`src/rtl/mem_bist_march.sv`:
```
// March C- BIST controller for a 128x8 dual-read-port test memory.
// Drives write/address/data, checks mem[addr] and mem[addr+1], and reports
// pass/fail, first failing location and a saturating mismatch count.
module mem_bist_march #(
   parameter int                ADDR_W = 7,
   parameter int                DATA_W = 8,
   parameter logic [DATA_W-1:0] BG     = 8'h55
) (
   input  logic              clk,
   input  logic              rst_n,
   input  logic              start,
   output logic              mem_we,
   output logic [ADDR_W-1:0] mem_addr,
   output logic [DATA_W-1:0] mem_wdata,
   input  logic [DATA_W-1:0] mem_rdata,
   input  logic [DATA_W-1:0] mem_rdata_nxt,
   output logic              busy,
   output logic              done,
   output logic              pass,
   output logic [7:0]        err_count,
   output logic [ADDR_W-1:0] fail_addr,
   output logic [2:0]        fail_elem,
   output logic [DATA_W-1:0] fail_xor
);

   localparam logic [ADDR_W-1:0] A_MAX = '1;

   typedef enum logic [1:0] {S_IDLE, S_RUN, S_DONE} state_t;

   state_t            state, state_nxt;
   logic [2:0]        elem;
   logic [ADDR_W-1:0] addr;
   logic              phase;      // 0 = read half, 1 = write half of an r,w element
   logic              fail_seen;

   logic              running, down, rw_elem, is_wr, addr_last, op_last, run_end, mism;
   logic              launch;
   logic [DATA_W-1:0] exp_rd, wr_val, xor_p, xor_n;

   // Decode the current march operation from element/address/phase
   always_comb begin
      running   = (state == S_RUN);
      down      = (elem == 3'd3) || (elem == 3'd4);
      rw_elem   = (elem >= 3'd1) && (elem <= 3'd4);
      is_wr     = (elem == 3'd0) || (rw_elem && phase);
      exp_rd    = ((elem == 3'd2) || (elem == 3'd4)) ? ~BG : BG;
      wr_val    = ((elem == 3'd1) || (elem == 3'd3)) ? ~BG : BG;
      addr_last = down ? (addr == '0) : (addr == A_MAX);
      op_last   = !rw_elem || phase;
      run_end   = (elem == 3'd5) && addr_last;
      xor_p     = mem_rdata ^ exp_rd;
      // Only the final element also checks the incrementer port (wraps at top)
      xor_n     = (elem == 3'd5) ? (mem_rdata_nxt ^ BG) : '0;
      mism      = running && !is_wr && ((xor_p | xor_n) != '0);
      launch    = (state != S_RUN) && start;
   end

   // State register
   always_ff @(posedge clk or negedge rst_n) begin
      if (!rst_n) state <= S_IDLE;
      else        state <= state_nxt;
   end

   // Next-state logic: start only honoured outside RUN
   always_comb begin
      state_nxt = state;
      case (state)
         S_IDLE:  if (start) state_nxt = S_RUN;
         S_RUN:   if (run_end) state_nxt = S_DONE;
         S_DONE:  if (start) state_nxt = S_RUN;
         default: state_nxt = S_IDLE;
      endcase
   end

   // March sequencer: address/element/phase stepping with no dead cycles
   always_ff @(posedge clk or negedge rst_n) begin
      if (!rst_n) begin
         elem  <= '0;
         addr  <= '0;
         phase <= 1'b0;
      end else if (launch) begin
         elem  <= '0;
         addr  <= '0;
         phase <= 1'b0;
      end else if (running) begin
         phase <= rw_elem && !phase;
         if (op_last) begin
            if (run_end) begin
               elem <= '0;
               addr <= '0;
            end else if (addr_last) begin
               elem <= elem + 3'd1;
               // Elements 3 and 4 walk downward from the top address
               addr <= ((elem == 3'd2) || (elem == 3'd3)) ? A_MAX : '0;
            end else begin
               addr <= down ? addr - 1'b1 : addr + 1'b1;
            end
         end
      end
   end

   // Error accounting: saturating count, first-mismatch capture
   always_ff @(posedge clk or negedge rst_n) begin
      if (!rst_n) begin
         err_count <= '0;
         fail_addr <= '0;
         fail_elem <= '0;
         fail_xor  <= '0;
         fail_seen <= 1'b0;
      end else if (launch) begin
         err_count <= '0;
         fail_addr <= '0;
         fail_elem <= '0;
         fail_xor  <= '0;
         fail_seen <= 1'b0;
      end else if (mism) begin
         if (err_count != 8'hFF) err_count <= err_count + 8'd1;
         if (!fail_seen) begin
            fail_seen <= 1'b1;
            fail_addr <= addr;
            fail_elem <= elem;
            fail_xor  <= xor_p | xor_n;
         end
      end
   end

   // Outputs are gated by RUN so IDLE/DONE present zeros on the memory bus
   always_comb begin
      busy      = running;
      done      = (state == S_DONE);
      pass      = done && (err_count == 8'd0);
      mem_we    = running && is_wr;
      mem_addr  = running ? addr : '0;
      mem_wdata = mem_we ? wr_val : '0;
   end

endmodule
```
`config.mk`:
```
export PLATFORM = sky130hd
export DESIGN_NAME = mem_bist_march
export DESIGN_NICKNAME = d
export VERILOG_FILES = /design/src/rtl/mem_bist_march.sv
export SDC_FILE = /design/constraint.sdc
export NUM_CORES = 1
export LEC_CHECK = 0
export CAP_MARGIN = 40
export CORE_MARGIN = 2
export CORE_UTILIZATION = 30
export CTS_CLUSTER_DIAMETER = 150
export DETAILED_ROUTE_END_ITERATION = 16
export PLACE_DENSITY = 0.58
export SYNTH_ARGS = -nofsm -noshare
export SYNTH_HDL_FRONTEND = slang
export SYNTH_SLANG_ARGS = --single-unit
```
`constraint.sdc`:
```
create_clock -name clk -period 5.95 [get_ports clk]
set_input_delay 1.19 -clock clk [delete_from_list [all_inputs] [get_ports clk]]
set_output_delay 1.19 -clock clk [all_outputs]
set_load 0.005 [all_outputs]
```
# Yosys cells after proc, flatten, opt, wreduce, memory -nomap -nowiden
# Cells that the tools add are included.
[classes]
add_sub_neg = 4
order_cmp = 2
n_eq_ne = 13
n_mux = 37
bitwise_logic = 3
reduce_logical = 34
[ops]
columns = ["operator", "count"]
rows = [
  ["8-bit two-way mux", 10],
  ["7-bit two-way mux", 11],
  ["3-bit two-way mux", 8],
  ["1-bit logical AND", 9],
  ["8-bit by 1-bit adder with 8-bit output, second input constant", 1],
  ["8-bit logical NOT", 1],
  ["2-bit by 1-bit inequality test with 1-bit output, second input constant", 4],
  ["8-bit inequality test, second input constant", 1],
  ["8-bit bitwise OR", 1],
  ["2-bit AND reduction", 4],
  ["2-bit nonzero test", 4],
  ["8-bit nonzero test", 1],
  ["8-bit bitwise XOR", 1],
  ["7-bit by 1-bit adder with 7-bit output, second input constant", 1],
  ["7-bit == test, second input constant", 1],
  ["7-bit logical NOT", 1],
  ["7-bit by 1-bit subtractor with 7-bit output, second input constant", 1],
  ["3-bit by 2-bit == test with 1-bit output, second input constant", 2],
  ["3-bit == test, second input constant", 2],
  ["1-bit logical OR", 6],
  ["1-bit two-way mux", 5],
  ["2-bit two-way mux", 2],
  ["4-bit NOT", 1],
  ["2-bit case mux with 2 select lines", 1],
  ["12 further kinds", 14],
]
[word_totals]
ff_bits = 40
out_inout_bits = 45

# Logic depth before layout (Yosys ltp)
# Gate-level depths: netlist of run 1.
[logic_depth]
depth_word = 9
depth_mapped = 12

# Worst setup path after synthesis of run 1
# OpenSTA, ideal clock, no wires.
[synth_path]
path_kind = "input port to flip-flop"
start = "input port mem_rdata[3]"
end = "register fail_xor[6]"
setup_ns = 0.127
arrival_time_ns = 2.941
required_ns = 5.823
slack_ns = 2.882
path_stages = 8
path_cell_list = "xor2_1 -> a211oi_1 -> o22ai_1 -> or4_1 -> buf_2 -> nand2_2 -> buf_6 -> mux2_1"
[synth_between]
elab_chain_len = 6
[synth_rtl]
columns = ["element", "line_no", "text"]
rows = [
  ["from (decl)", "15", "input logic [DATA_W-1:0] mem_rdata,"],
  ["8-bit bitwise XOR", "51", "xor_p = mem_rdata ^ exp_rd;"],
  ["8-bit bitwise OR", "54", "mism = running && !is_wr && ((xor_p | xor_n) != '0);"],
  ["8-bit nonzero test", "54", ""],
  ["1-bit logical AND", "54", ""],
  ["2-bit nonzero test (no line)", "--", ""],
  ["2-bit AND reduction (no line)", "--", ""],
  ["to (signal assigned)", "122", "fail_xor <= xor_p | xor_n;"],
  ["to (decl)", "23", "output logic [DATA_W-1:0] fail_xor"],
]
# No other way between the ends.
# A chain may end at the register's enable or synchronous reset.

# Worst setup path in the final report of run 1
[layout_path]
start = "register elem[1]"
end = "output port mem_wdata[0]"
[layout_between]
elab_chain_len = 6
word_cells_on_any_way = 12
cone_classes = "order compare (2); eq/ne (2); mux (2); reduce/logical (6)"
[layout_rtl]
columns = ["element", "line_no", "text"]
rows = [
  ["from (decl)", "31", "logic [2:0] elem;"],
  ["from (signal assigned)", "92", "elem <= elem + 3'd1;"],
  ["3-bit by 1-bit >= comparator with 1-bit output or 3-bit <= comparator (tied branches)", "44", "rw_elem = (elem >= 3'd1) && (elem <= 3'd4);"],
  ["1-bit logical AND", "44", ""],
  ["1-bit logical AND", "45", "is_wr = (elem == 3'd0) || (rw_elem && phase);"],
  ["1-bit logical OR", "45", ""],
  ["1-bit logical AND", "132", "mem_we = running && is_wr;"],
  ["8-bit two-way mux (*)", "134", "mem_wdata = mem_we ? wr_val : '0;"],
  ["to (decl)", "14", "output logic [DATA_W-1:0] mem_wdata,"],
]
# Mark *: on every way between the ends. The rest lies on a longest branch, timed or not.

==> results of run 1 <==
[cell usage in the layout (no fill, tap or decap), types with 5 or more instances in the layout]
| cell type | netlist | routed |
|---|---|---|
| clkdlybuf4s50_1 | 0 | 62 |
| dfrtp_1 | 40 | 40 |
| nand2_1 | 22 | 22 |
| a21oi_1 | 18 | 18 |
| o21ai_0 | 15 | 15 |
| inv_1 | 14 | 14 |
| nor2_1 | 14 | 14 |
| ha_1 | 13 | 13 |
| o31ai_1 | 12 | 12 |
| nand3_1 | 12 | 12 |
| and2_1 | 10 | 10 |
| nor3_1 | 8 | 8 |
| nor2b_1 | 8 | 8 |
| xor2_1 | 8 | 8 |
| xnor2_1 | 8 | 8 |
| o211ai_1 | 8 | 8 |
| mux2i_1 | 8 | 8 |
| o21a_1 | 5 | 5 |
| a22o_1 | 5 | 5 |
| clkbuf_8 | 0 | 5 |
[worst max-delay path, delay by kind of cell (launching register included)]
kind            cells  cell delay (ns)
compound gates      1             0.37
simple gates        3             0.72
buf+inv             2             0.71
fa+ha+maj           1             0.45
flops               1             0.43
[state kept, by name (all words and copies together) (netlist names)]
signal and cells:
err_count 8, fail_xor 8, addr 7, fail_addr 7
elem 3, fail_elem 3, state 2, fail_seen 1
phase 1
[power by group]
part / switching (mW) / internal, mW
Sequential: 0.138 / 0.390
Combinational: 0.606 / 0.653
Clock: 0.0925 / 0.0798
[area by class of cell]
| type | count | share of cell area [%] |
|---|---|---|
| Sequential cell | 40 | 28.7 |
| Tap cell | 108 | 3.88 |
| Clock inverter | 1 | 0.144 |
| Clock buffer | 6 | 2.08 |
| Multi-Input combinational cell | 226 | 44.3 |
| Inverter | 14 | 1.51 |
| Timing Repair Buffer | 66 | 19.3 |
[layer usage]
metal	up-vias	routed length, um
met4	0	35
met3	5	288
met5	-	0
li1	1184	-
met2	49	3270
met1	1082	3210
[how the worst min path moves through the flow]
stage / from / to / depth (start not counted) / slack [ns]
4_1_cts: state[0] / state[0] / 1 / 0.50
6_report: state[0] / state[0] / 1 / 0.50
3_3_place_gp: state[0] / state[0] / 1 / 0.48
5_1_grt: fail_seen / fail_seen / 2 / 0.54
2_1_floorplan: state[0] / state[0] / 1 / 0.46
3_5_place_dp: state[0] / state[0] / 1 / 0.49
[metrics by stage]
stage	cells	setup WS, ns	power [mW]	util (%)
after floorplan	302	2.88	1.34	-
after global placement	452	2.12	1.78	38.4
after detailed placement	454	2.07	1.80	38.8
after CTS	461	1.79	1.98	39.7
after global routing	461	1.55	2.15	39.7
final	461	1.80	1.96	39.7
[logic make-up after synthesis]
kind of cell	synth area share, %
compound gates	20.0
mux	5.15
simple gates	19.5
flops	36.8
buf+inv	6.72
xor+xnor	5.15
fa+ha+maj	6.72
==> flow_metrics.tcl, run 1 <==
set metrics [dict create \
    status "completed" \
    worst_pin_slew_ns 0.736 \
    path_clk_slew_ns 0.08 \
    crit_path_start_kind "flip-flop" \
    postCtsResizedCells 0 \
    endpoint "mem_wdata[0]" \
    core_um2 8760 \
    drv_cap 0 \
    holdWs_ns 0.501 \
    fill_cells 908 \
    netlist_instances 302 \
    drtIter0Drc 83 \
    worstSetupPathType "reg -> out" \
    track_usage_pct 14.1 \
    dpl-instance-area_um2 3400 \
    synth-seq-cells 40 \
    ys_async_sr_fraction_pct 100 \
    rr_worst_depth 8 \
    arrival_ns 2.96 \
    port_buffers 63 \
    h-tree-depth 2 \
    yosys.area.top_type "dfrtp_1" \
    cp.required_ns 4.76 \
    busiest_layer "met2" \
    finalHoldViolCount 0 \
    die_h_um 99.2 \
    crit_chain "inv_1 > ha_1 > nor3_1 > o2bb2ai_1 > nand2_1 > nor3_1 > clkdlybuf4s50_1" \
    diodes 0 \
    cts_setup_buffers 0 \
    startpoint "elem[1]" \
    rsz0062_at_grt "false" \
    regToRegStartpoint "elem[0]" \
    start_util_pct 31.0 \
    critPathCaptureType "primary output" \
    r2r_slack_ns 2.69 \
    synth_cell_type_count 48 \
    fin_skew_ns 0.00969 \
    die_w_um 99.2 \
    holdBufCountCts 0 \
    synth.top_cell.area_share_pct 36.8 \
    syn_to_final_growth_pct 28.1 \
    r2r-end "fail_xor[4]" \
    ys_seq_area_share_pct 36.8 \
    setup_viol 0 \
    synth_flop_cell "dfrtp_1" \
    regArea_um2 1000 \
    gr-usage-met2_pct 23.3 \
    gr-total-overflow 0 \
    synth_most_common_cell "dfrtp_1" \
    synth_common_cells "40 x dfrtp_1, 22 x nand2_1, 18 x a21oi_1" \
    vdd_drop_max_mv 0.372 \
    clk_latency_ns 0.30 \
    slew-limit-headroom_pct 50.9 \
    num_vias 2320 \
    crit_path_max_incr_delay_ns 0.59 \
    grt_pass1_vias 2238 \
    period_share_pct 69.7 \
    crit_path_max_fanout 13 \
    drt_pass1_iterations 4 \
    grt_first_pass_wirelength_mm 11.3 \
    grt_max_degree 22 \
    multi_input_area_um2 1540 \
    fin_tns_setup_ns 0 \
    cts_tree "built" \
    cts_sinks 40 \
    die-area_um2 9840 \
    synth-edff-count 0 \
    synth_area_um2 2720 \
    place_congestion 0.767 \
    postRouteAntennaNets 0 \
    drv_slew 0 \
    design_area_um2 3480 \
    power_density_nw_per_um2 563 \
    cts_buffer_depth 2 \
    use_met3_pct 2.53 \
    fmax_ghz 0.241 \
    fin_crit_ns 4.15 \
    numCtsBuffers 5 \
    cpMaxStageDelayCell "clkdlybuf4s50_1" \
    fp-row-count 34 \
    cpMostUsedCell "nor3_1" \
    routed_wl_mm 6.81 \
    cts-root-buf "clkbuf_8" \
    synth_area_leaders "dfrtp_1 37%, ha_1 6.0%, a21oi_1 3.3%" \
    io_pins 64 \
    viasPerCell 5.03 \
    syn_nets 335 \
    layout-drive-gt1-share_pct 4.82 \
    hold_path.class "reg -> reg" \
    yosysWarnings 0 \
    nets 386 \
    drcViolationCount 0 \
    antenna_found_initial 0 \
    avgSynthCellArea_um2 9.00 \
    p_leak_nw 1.46 \
    wire_per_inst_um 14.8 \
    dp_hpwl_mm 5.17 \
    met1_usage_pct 19.1 \
]
Note: power is estimated with default switching activity, not from simulation.
==> run 2: changes to the inputs <==
Clock period 5.95 ns to 4.3 ns, I/O delays scaled along.
==> flow_metrics.tcl, run 2 (synthesis gave the netlist of run 1 again) <==
set metrics [dict create \
    die-area_um2 9840 \
    io_pins 64 \
    startpoint "elem[1]" \
    crit_family "buffers and inverters" \
    grt_pass1_vias 2354 \
    p_leak_nw 1.47 \
    cts-root-buf "clkbuf_8" \
    cpMostUsedCell "nor3_1" \
    wire_per_inst_um 15.4 \
    holdBufCountCts 0 \
    cts_buffer_depth 2 \
    fmax_ghz 0.262 \
    drv_slew 0 \
    regToRegStartpoint "elem[0]" \
    rsz0062_at_grt "false" \
    gr-total-overflow 0 \
    start_util_pct 31.0 \
    syn_to_final_growth_pct 27.9 \
    status "completed" \
    nets 387 \
    crit_path_max_incr_delay_ns 0.59 \
    core_um2 8760 \
    cp.required_ns 3.44 \
    dp_hpwl_mm 5.39 \
    layout-drive-gt1-share_pct 5.08 \
    grt_first_pass_wirelength_mm 11.8 \
    hold_path.class "in -> async" \
    routed_wl_mm 7.13 \
    crit_path_start_kind "flip-flop" \
    finalHoldViolCount 0 \
    h-tree-depth 2 \
    path_clk_slew_ns 0.08 \
    critPathCaptureType "primary output" \
    crit_path_max_fanout 13 \
    diodes 0 \
    postRouteAntennaNets 0 \
    slew-limit-headroom_pct 51.1 \
    fin_skew_ns 0.00864 \
    cts_tree "built" \
    track_usage_pct 14.7 \
    arrival_ns 2.95 \
    antenna_found_initial 0 \
    period_share_pct 88.6 \
    rr_worst_depth 8 \
    num_vias 2387 \
    fin_tns_setup_ns 0 \
    vdd_drop_max_mv 0.493 \
    fp-row-count 34 \
    place_congestion 0.791 \
    drtIter0Drc 67 \
    clk_latency_ns 0.29 \
    worst_pin_slew_ns 0.734 \
    port_buffers 63 \
    r2r_slack_ns 1.05 \
    drv_cap 0 \
    grt_max_degree 28 \
    die_w_um 99.2 \
    drt_pass1_iterations 4 \
    power_density_nw_per_um2 788 \
    setup_viol 0 \
    cp_num_buf_inv 2 \
    r2r-end "fail_xor[0]" \
    path_depth 7 \
    die_h_um 99.2 \
    numCtsBuffers 5 \
    cts_sinks 40 \
    setup_slack_ns 0.488 \
    cts_setup_buffers 0 \
    postCtsResizedCells 0 \
    cpMaxStageDelayCell "clkdlybuf4s50_1" \
    layout_commonest_cell "clkdlybuf4s50_1" \
    drcViolationCount 0 \
    worstSetupPathType "reg -> out" \
    final_cell_mix "62 x clkdlybuf4s50_1, 40 x dfrtp_1, 22 x nand2_1" \
    top_regs "err_count: 8 flops, fail_xor: 8 flops" \
    post-place-ws_ns 0.722 \
    fin_crit_ns 3.81 \
    viasPerCell 5.17 \
    crit_chain "inv_1 > ha_1 > nor3_1 > o2bb2ai_1 > nand2_1 > nor3_1 > clkdlybuf4s50_1" \
    endpoint "mem_wdata[4]" \
]
[run 2: changes by cell type in the layout (fill, tap and decap cells not counted), sizes merged]
cell and change:
buf +1
[run 2: how the worst min path moves through the flow]
stage,slack [ns],startpoint,cells past startpoint,endpoint
floorplan,0.46,state[0],1,state[0]
global placement,0.48,fail_seen,2,fail_seen
detailed placement,0.49,state[0],1,state[0]
CTS,0.47,rst_n,1,err_count[1]
global route,0.48,rst_n,1,err_count[1]
finish,0.46,rst_n,1,err_count[1]
[run 2: layout make-up]
cell class	instances	area (um^2)
Multi-Input combinational cell	226	1540
Sequential cell	40	1000
Fill cell	897	5290
Clock buffer	6	72.6
Clock inverter	1	5.00
Timing Repair Buffer	67	668
Tap cell	108	135
Inverter	14	52.6
[run 2: through the flow]
stage,total power [mW],instance area [um^2],instances,hold WS (ns),utilization (%)
2_1_floorplan,1.86,2720,302,0.459,-
3_3_place_gp,2.47,3380,454,0.482,38.6
3_5_place_dp,2.51,3400,455,0.486,38.8
4_1_cts,2.76,3480,462,0.466,39.7
5_1_grt,3.01,3480,462,0.475,39.7
6_report,2.74,3480,462,0.457,39.7
[run 2: routing by layer]
metal | share of wire (%) | vias to the layer above | global-route usage [%]
met4 | 1.1 | 0 | 3.69
met3 | 3.5 | 6 | 2.60
met5 | 0 | - | 0
met2 | 49 | 53 | 24.2
li1 | - | 1181 | -
met1 | 47 | 1147 | 20.0
[run 2: worst register-to-register path, stage by stage (launching register included)]
cell and delay, ns:
dfrtp_1 0.43, inv_1 0.12, ha_1 0.52, xor2_1 0.13
a211oi_1 0.33, o22ai_1 0.20, or4_1 0.69, nand2_2 0.33
mux2_2 0.38
[run 2: where the power goes]
| group | switching (mW) | internal, mW | total, mW | leakage, nW |
|---|---|---|---|---|
| clock network | 0.129 | 0.110 | 0.240 | 0.0410 |
| registers | 0.192 | 0.540 | 0.732 | 0.509 |
| logic | 0.865 | 0.904 | 1.77 | 0.916 |
| total | 1.19 | 1.55 | 2.74 | 1.47 |
